[config.mk]
export PLATFORM = sky130hd
export DESIGN_NAME = debug_run_controller
export DESIGN_NICKNAME = d
export VERILOG_FILES = /design/src/rtl/debug_pkg.sv /design/src/rtl/word_serializer.sv /design/src/rtl/debug_run_controller.sv
export SDC_FILE = /design/constraint.sdc
export NUM_CORES = 1
export LEC_CHECK = 0
export CAP_MARGIN = 20
export CORE_MARGIN = 2
export CORE_UTILIZATION = 30
export DETAILED_ROUTE_END_ITERATION = 8
export GPL_TIMING_DRIVEN = 0
export SETUP_SLACK_MARGIN = 0.4
export SYNTH_ARGS = -nofsm -noshare
export SYNTH_HDL_FRONTEND = slang
export SYNTH_SLANG_ARGS = --single-unit
[constraint.sdc]
create_clock -name i_clk -period 4.9 [get_ports i_clk]
set_clock_uncertainty 0.1 [all_clocks]
set_input_delay 1.47 -clock i_clk [delete_from_list [all_inputs] [get_ports i_clk]]
set_output_delay 1.47 -clock i_clk [all_outputs]
set_load 0.1 [all_outputs]
[src/rtl/debug_pkg.sv]
// Shared definitions for the debug run controller: command bytes, FSM states, END marker.
// Pure declarations; no timing or flow-control behaviour of its own.
package debug_pkg;

    localparam logic [7:0]  CMD_RUN   = 8'h63;
    localparam logic [7:0]  CMD_STEP  = 8'h73;
    localparam logic [7:0]  CMD_HALT  = 8'h68;
    localparam logic [7:0]  CMD_DUMP  = 8'h72;

    localparam logic [31:0] END_INSTR = 32'hFFFF_FFFF;

    typedef enum logic [2:0] {
        IDLE,
        RUN,
        STEP,
        DUMP_ADDR,
        DUMP_WAIT,
        DUMP_CAP,
        DUMP_SEND
    } state_t;

endpackage

[src/rtl/word_serializer.sv]
// Loads one DATA_W word and emits it MSB byte first; first byte valid the cycle after load.
// Holds the current byte while !i_tx_ready; o_done pulses combinationally with the last transfer.
module word_serializer #(
    parameter int DATA_W = 32
) (
    input  logic              i_clk,
    input  logic              i_reset_n,
    input  logic              i_load,
    input  logic [DATA_W-1:0] i_word,
    output logic [7:0]        o_tx_data,
    output logic              o_tx_valid,
    input  logic              i_tx_ready,
    output logic              o_done
);

    localparam int NBYTES = DATA_W / 8;
    localparam int CNT_W  = $clog2(NBYTES + 1);

    logic [DATA_W-1:0] word_q;
    logic [CNT_W-1:0]  cnt_q;
    logic              vld_q;
    logic              xfer;

    assign xfer       = vld_q && i_tx_ready;
    assign o_done     = xfer && (cnt_q == CNT_W'(1));
    assign o_tx_valid = vld_q;
    // Output byte is the top of the shift register, so it drains to zero after the last byte.
    assign o_tx_data  = word_q[DATA_W-1 -: 8];

    always_ff @(posedge i_clk or negedge i_reset_n) begin
        if (!i_reset_n) begin
            word_q <= '0;
            cnt_q  <= '0;
            vld_q  <= 1'b0;
        end else if (i_load) begin
            word_q <= i_word;
            cnt_q  <= CNT_W'(NBYTES);
            vld_q  <= 1'b1;
        end else if (xfer) begin
            word_q <= word_q << 8;
            cnt_q  <= cnt_q - CNT_W'(1);
            if (cnt_q == CNT_W'(1)) begin
                vld_q <= 1'b0;
            end
        end
    end

endmodule

[src/rtl/debug_run_controller.sv]
// Debug sequencer owning pipeline halt and the debug register read port; dumps all registers as bytes.
// Register data sampled READ_LAT clocks after address change; TX holds each byte until i_tx_ready.
module debug_run_controller
    import debug_pkg::*;
#(
    parameter int NUM_REGS = 32,
    parameter int ADDR_W   = 5,
    parameter int DATA_W   = 32,
    parameter int READ_LAT = 1
) (
    input  logic              i_clk,
    input  logic              i_reset_n,
    input  logic              i_cmd_valid,
    input  logic [7:0]        i_cmd,
    output logic              o_cmd_ready,
    input  logic              i_program_end,
    output logic              o_halt,
    output logic [ADDR_W-1:0] o_reg_read,
    input  logic [DATA_W-1:0] i_reg_content,
    output logic [7:0]        o_tx_data,
    output logic              o_tx_valid,
    input  logic              i_tx_ready,
    output logic              o_ended,
    output logic              o_busy
);

    localparam logic [ADDR_W-1:0] LAST_IDX = ADDR_W'(NUM_REGS - 1);
    localparam logic [1:0]        LAT      = 2'(READ_LAT);

    state_t            state_q;
    logic              halt_q;
    logic              ended_q;
    logic              busy_q;
    logic [ADDR_W-1:0] idx_q;
    logic [ADDR_W-1:0] rd_q;
    logic [1:0]        wait_q;

    logic              cmd_acc;
    logic              ser_load;
    logic              ser_done;

    assign o_cmd_ready = (state_q == IDLE) || (state_q == RUN);
    assign cmd_acc     = i_cmd_valid && o_cmd_ready;
    assign ser_load    = (state_q == DUMP_CAP);

    assign o_halt      = halt_q;
    assign o_ended     = ended_q;
    assign o_busy      = busy_q;
    assign o_reg_read  = rd_q;

    word_serializer #(
        .DATA_W (DATA_W)
    ) u_ser (
        .i_clk      (i_clk),
        .i_reset_n  (i_reset_n),
        .i_load     (ser_load),
        .i_word     (i_reg_content),
        .o_tx_data  (o_tx_data),
        .o_tx_valid (o_tx_valid),
        .i_tx_ready (i_tx_ready),
        .o_done     (ser_done)
    );

    always_ff @(posedge i_clk or negedge i_reset_n) begin
        if (!i_reset_n) begin
            state_q <= IDLE;
            halt_q  <= 1'b1;
            ended_q <= 1'b0;
            busy_q  <= 1'b0;
            idx_q   <= '0;
            rd_q    <= '0;
            wait_q  <= '0;
        end else begin
            case (state_q)
                IDLE: begin
                    if (cmd_acc) begin
                        if (i_cmd == CMD_RUN && !ended_q) begin
                            state_q <= RUN;
                            halt_q  <= 1'b0;
                            busy_q  <= 1'b1;
                        end else if (i_cmd == CMD_STEP && !ended_q) begin
                            state_q <= STEP;
                            halt_q  <= 1'b0;
                            busy_q  <= 1'b1;
                        end else if (i_cmd == CMD_DUMP) begin
                            state_q <= DUMP_ADDR;
                            idx_q   <= '0;
                            busy_q  <= 1'b1;
                        end
                    end
                end
                RUN: begin
                    // END in ID wins over a halt command arriving in the same cycle.
                    if (i_program_end) begin
                        halt_q  <= 1'b1;
                        ended_q <= 1'b1;
                        idx_q   <= '0;
                        state_q <= DUMP_ADDR;
                    end else if (cmd_acc && i_cmd == CMD_HALT) begin
                        halt_q  <= 1'b1;
                        busy_q  <= 1'b0;
                        state_q <= IDLE;
                    end
                end
                STEP: begin
                    halt_q  <= 1'b1;
                    busy_q  <= 1'b0;
                    state_q <= IDLE;
                    if (i_program_end) begin
                        ended_q <= 1'b1;
                    end
                end
                DUMP_ADDR: begin
                    rd_q    <= idx_q;
                    wait_q  <= LAT;
                    state_q <= (LAT == 2'd0) ? DUMP_CAP : DUMP_WAIT;
                end
                DUMP_WAIT: begin
                    if (wait_q <= 2'd1) begin
                        wait_q  <= 2'd0;
                        state_q <= DUMP_CAP;
                    end else begin
                        wait_q  <= wait_q - 2'd1;
                    end
                end
                DUMP_CAP: begin
                    state_q <= DUMP_SEND;
                end
                DUMP_SEND: begin
                    if (ser_done) begin
                        if (idx_q == LAST_IDX) begin
                            state_q <= IDLE;
                            busy_q  <= 1'b0;
                            rd_q    <= '0;
                            idx_q   <= '0;
                        end else begin
                            idx_q   <= idx_q + ADDR_W'(1);
                            state_q <= DUMP_ADDR;
                        end
                    end
                end
                default: begin
                    state_q <= IDLE;
                end
            endcase
        end
    end

endmodule

==> results by group, run 1 <==
Run status
  • Outcome: finished clean

Clock tree
  • Clk slew on worst S/H paths: 0.09 ns
  • Clk Latency, worst-skew pair: 0.30 ns
  • Hold Buf Count CTS: 0
  • Clock tree sinks: 54
  • H-tree levels: 2
  • Clk root buf: clkbuf_8
  • CTS tree: built
  • Post-CTS Resized: 0
  • Max Buffers Root-to-Sink: 2
  • Num CTS Buffers: 5
  • Post-CTS Setup Repair Bufs: 0

GRT
  • M1 GR Usage: 0.188
  • Vias in the first global route: 2182
  • Largest net degree at the start of global routing: 31
  • First-pass GRT wire length: 10800 um
  • Grt peak-use layer: met2
  • Initial antenna violation count: 0
  • Congestion Overflow GR: 0
  • Tot GR Track Use: 0.135
  • GR Util met3: 0.0330
  • Met2 usage: 0.214

Yosys
  • Area leader, netlist: dfrtp_1
  • Commonest cells in the netlist: dfrtp_1, nand2_1, mux2i_1
  • Number of synthesized flops with an enable pin: 0
  • Syn_nets: 318
  • Post-Synthesis Cells: 269
  • Synth warn: 0
  • Yosys top cell area share: 0.488
  • Top_reg_cell synth: dfrtp_1
  • Synthesized area per cell: 10.1 um^2
  • Asr flop ratio synth: 1.00
  • Sequential fraction of the synthesis area: 0.498
  • Largest cells by area after synthesis: dfrtp_1, mux2i_1, nand2_1
  • Distinct cells, synth: 49
  • Netlist Area Pre-Place: 0.00272 mm^2
  • Count leader, synth: dfrtp_1
  • Synth Register Bits: 54

Die
  • Initial core utilization: 0.310
  • # rows: 34
  • Top Ports: 63
  • Die area: 0.00983 mm^2
  • Die Y-Extent: 99.2 um
  • Core area: 0.00876 mm^2
  • Die span in x: 99.2 um

Power
  • Clk network pwr share: 0.120
  • Switch share: 0.471
  • Seq pwr share: 0.335
  • Max VDD drop: 403 uV
  • Power Internal: 1.10 mW
  • Net switching power: 0.976 mW
  • Combinational power share: 0.545
  • P per Cell Area: 580 mW/mm^2
  • P_leak: 1.63 nW

Route
  • # DRC: 0
  • Drt via density: 4.85
  • Per-cell routed wire length: 14.1 um
  • Post-route ant nets: 0
  • Drt initial violations: 87
  • Drt total wl: 6320 um
  • Routed via count: 2173
  • DR pass1 iterations: 4

Worst setup path
  • R2R cell count: 7
  • Req. time, crit path: 3.33 ns
  • Crit path max fanout: 10
  • CP arrival: 2.25 ns
  • Critical path class: reg2out
  • CP Launch Type: flip-flop
  • CP Capture Type: output port

Placement
  • Post-DP HPWL: 4780 um
  • Gpl congestion: 0.799
  • Placed Area: 0.00349 mm^2
  • Buffers on Ports: 62

Cells and area
  • Fill cells: 866
  • Share of layout cells above drive strength 1: 0.0912
  • Fin area: 0.00357 mm^2
  • Antenna cells: 0
  • NumNets Final: 388
  • Synth-to-layout area growth: 31.6%

Run
  • Max-cap violations: 0

Min path
  • Hold Crit Depth: 1
  • Hold crit path type: reg2reg

STA
  • Slew @ Worst Pin: 0.982 ns
  • Part of the cycle the worst path needs: 0.779
  • Post-route setup TNS: 0 ns
  • Peak Freq: 0.262 GHz
  • Final Hold Vio Count: 0
  • # setup viols final: 0
  • RSZ-0062 raised after global routing: false
  • Slew Limit Fails: 0
  • Relative slew slack: 0.343
  • Post-layout min period: 3.82 ns
-- metal layers --
metal	vias up	wire [um]
met5	-	0
met4	0	48
met3	6	394
met2	65	2920
met1	1021	2960
li1	1081	-
-- flip-flops by register name, indices dropped and copies added, names as in the netlist --
register          cells
state_q               3
wait_q                2
o_reg_read            5
o_halt                1
u_ser.cnt_q           3
u_ser.word_q         32
idx_q                 5
o_ended               1
u_ser.o_tx_valid      1
o_busy                1
-- cells by family (layout without fill, tap and decap cells) --
logic type | count (synthesis) | after routing | synth area share
and+or+nand+nor | 94 | 94 | 0.177
DFF | 54 | 54 | 0.498
adders and majority gates | 4 | 4 | 0.0184
muxes | 26 | 26 | 0.0963
AOI/OAI and AO/OA | 60 | 60 | 0.143
xor gates and xnor gates | 3 | 3 | 0.00967
buffers and inverters | 28 | 99 | 0.0580
-- path summary, 6_finish.rpt --
check	start	to	slack, ns
worst min-delay path	o_busy	o_busy	0.40
max in group asynchronous	i_reset_n	o_halt	2.93
worst max-delay path	state_q[2]	o_cmd_ready	1.08
min in group asynchronous	i_reset_n	u_ser.word_q[8]	1.10
worst max register to register	u_ser.cnt_q[1]	idx_q[0]	2.69
worst min register to register	o_busy	o_busy	0.40
-- area by class of cell --
type                            count  area [um^2]  share of cell area
Timing Repair Buffer               63          636               0.178
Sequential cell                    54         1350               0.379
Clock buffer                        6         72.6              0.0203
Clock inverter                      2         13.8             0.00385
Multi-Input combinational cell    187         1210               0.338
Tap cell                          108          135              0.0378
Buffer                             23          139              0.0389
Inverter                            5         18.8             0.00525
-- power groups by stage --
stage	Sequential, mW	Clock (mW)	Combinational, mW
floorplan	0.785	0	0.779
global placement	0.699	0	1.13
detailed placement	0.707	0	1.14
CTS	0.698	0.256	1.14
global route	0.718	0.280	1.23
finish	0.695	0.249	1.13
-- stage by stage --
step	utilization	total power, mW	instances	setup WS [ns]	hold slack [ns]
floorplan	-	1.56	269	1.53	0.366
global placement	0.396	1.82	439	0.523	0.375
detailed placement	0.398	1.85	440	0.959	0.387
CTS	0.408	2.10	448	1.07	0.409
global route	0.408	2.23	448	1.02	0.424
finish	0.408	2.07	448	1.08	0.401
-- critical path, cell delays in order, from the launching register on --
cell             delay [ns]
dfrtp_1                0.42
buf_6                  0.16
nor2_4                 0.19
clkdlybuf4s50_1        1.17
-- placed cells by master (no fill, tap or decap), types with 2 or more instances in the layout --
master and n:
xor2_1 2, a21oi_1 9, nor2b_1 2, o2bb2ai_1 2, nand3b_1 2, clkbuf_1 13, mux2i_1 25, nand2_1 47
and3_1 2, ha_1 4, buf_4 8, buf_6 3, o21ai_1 11, nor3_1 2, dfrtp_1 53, nand3_1 11
clkdlybuf4s50_1 61, a221o_1 2, clkbuf_8 5, a22o_1 8, nor2_1 10, a31oi_1 2, o31ai_1 2, inv_1 5
o21ai_0 16, nand4b_1 4
Note: power is estimated with default switching activity, not from simulation.
==> run 2: changes to the inputs <==
- clock period: 4.9 -> 3.87 ns (I/O delays scaled with it)
==> run 2 against run 1 <==
Net effect: count of clock-buffer cells in the layout did not move; combinational power rose by 27%; sequential power rose by 27%; final area barely moved; critical path type is now in2reg; clock power rose by 27%; flip-flop and latch count did not move; setup slack got worse by 0.52 ns; highest routed layer unchanged; die area did not move.
==> results by group, run 2 (synthesis results as in run 1) <==
Run status
  • Outcome: finished clean

Worst setup path
  • CP arrival: 3.40 ns
  • FF-to-FF setup slack: 1.66 ns
  • Req. time, crit path: 3.96 ns
  • CP Capture Type: flip-flop
  • R2R cell count: 7
  • Critical path class: in2reg
  • Crit path max fanout: 4
  • Reg2Reg Launch Point: u_ser.cnt_q[1]
  • Worst R2R End: idx_q[0]
  • CP Launch Type: input pin

Cells and area
  • Fill cells: 867
  • Reg with most FFs: u_ser.word_q
  • Commonest non-fill, non-tap cell in the layout: clkdlybuf4s50_1
  • Multi-input gate area: 0.00121 mm^2
  • Seq. cell area: 0.00135 mm^2
  • Synth-to-layout area growth: 31.5%
  • Max reg flops: 32
  • Share of layout cells above drive strength 1: 0.0912
  • Antenna cells: 0
  • Most frequent cells in the layout: clkdlybuf4s50_1, dfrtp_1, nand2_1
  • NumNets Final: 388

Clock tree
  • Clk root buf: clkbuf_8
  • CTS tree: built
  • Clk Latency, worst-skew pair: 0.30 ns
  • Post-CTS Setup Repair Bufs: 0
  • Max Buffers Root-to-Sink: 2
  • Clock tree sinks: 54
  • Num CTS Buffers: 5
  • Clk slew on worst S/H paths: 0.09 ns
  • Post-CTS Resized: 1
  • Hold Buf Count CTS: 0
  • H-tree levels: 2

Route
  • Routed via count: 2173
  • Drt total wl: 6320 um
  • Per-cell routed wire length: 14.1 um
  • Post-route ant nets: 0
  • # DRC: 0
  • DR pass1 iterations: 4
  • Drt via density: 4.85
  • Drt initial violations: 87

STA
  • Final Hold Vio Count: 0
  • Slew Limit Fails: 0
  • RSZ-0062 raised after global routing: false
  • Post-layout min period: 3.30 ns
  • Slew @ Worst Pin: 0.982 ns
  • Relative slew slack: 0.343
  • Post-route setup slack: 0.567 ns
  • Post-route setup TNS: 0 ns
  • Worst hold slack: 0.401 ns
  • Peak Freq: 0.303 GHz
  • Part of the cycle the worst path needs: 0.854
  • # setup viols final: 0

Min path
  • Hold Crit Endpoint: o_busy
  • Hold Crit Depth: 1
  • Hold Startpoint: o_busy
  • Hold crit path type: reg2reg

Power
  • P per Cell Area: 733 mW/mm^2
  • Max VDD drop: 494 uV
  • P_leak: 1.63 nW

GRT
  • Congestion Overflow GR: 0
  • First-pass GRT wire length: 10800 um
  • Initial antenna violation count: 0
  • Tot GR Track Use: 0.135
  • Largest net degree at the start of global routing: 31
  • Vias in the first global route: 2182

Placement
  • DP Worst Slack: 0.238 ns
  • Post-DP HPWL: 4780 um
  • Gpl congestion: 0.799
  • Buffers on Ports: 62

Die
  • # rows: 34
  • Die area: 0.00983 mm^2
  • Die span in x: 99.2 um
  • Core area: 0.00876 mm^2
  • Top Ports: 63
  • Initial core utilization: 0.310
  • Die Y-Extent: 99.2 um

Run
  • Max-cap violations: 0
[run 2: cell count changes in the layout (fill, tap and decap cells not counted), sizes merged]
cell / before / now
dlygate4sd2: 0 / 1
clkdlybuf4s50: 61 / 60
[run 2: where the power goes]
group	switching (mW)	total [mW]	internal, mW
clock network	0.187	0.315	0.128
registers	0.119	0.880	0.761
logic	0.930	1.43	0.496
[run 2: layout make-up]
cell class / instances / share of cell area
Sequential cell: 54 / 0.379
Multi-Input combinational cell: 187 / 0.338
Timing Repair Buffer: 63 / 0.178
Buffer: 23 / 0.0389
Tap cell: 108 / 0.0378
Clock buffer: 6 / 0.0203
Inverter: 5 / 0.00525
Clock inverter: 2 / 0.00385
[run 2: critical path: stages]
cell	delay, ns
clkdlybuf4s50_1	0.47
or3b_1	0.38
or3b_4	0.41
a221o_1	0.36
a311oi_2	0.27
mux2_1	0.34
[run 2: how the worst max path moves through the flow]
stage	startpoint	to	slack, ns	depth (start not counted)
global placement	i_reset_n	o_reg_read[0]	-0.20	1
global route	i_cmd[1]	idx_q[0]	0.52	6
CTS	i_cmd[1]	o_busy	0.57	6
detailed placement	i_cmd[1]	o_busy	0.24	6
floorplan	i_cmd[3]	o_busy	0.81	5
finish	i_cmd[1]	o_busy	0.57	6
[run 2: per-layer routing]
metal | GRT usage | up-vias | share of wire | wire length [um]
li1 | - | 1081 | - | -
met1 | 0.188 | 1021 | 0.47 | 2950
met2 | 0.214 | 65 | 0.46 | 2920
met3 | 0.0330 | 6 | 0.062 | 394
met4 | 0.0285 | 0 | 0.0076 | 48
met5 | 0 | - | 0 | 0
[run 2: stage by stage]
| stage | utilization | cell area, um^2 | total power, mW | instances |
|---|---|---|---|---|
| global placement | 0.396 | 3470 | 2.31 | 439 |
| detailed placement | 0.398 | 3490 | 2.34 | 440 |
| CTS | 0.408 | 3570 | 2.65 | 448 |
| global route | 0.408 | 3570 | 2.82 | 448 |
| floorplan | - | 2720 | 1.98 | 269 |
| finish | 0.408 | 3570 | 2.62 | 448 |
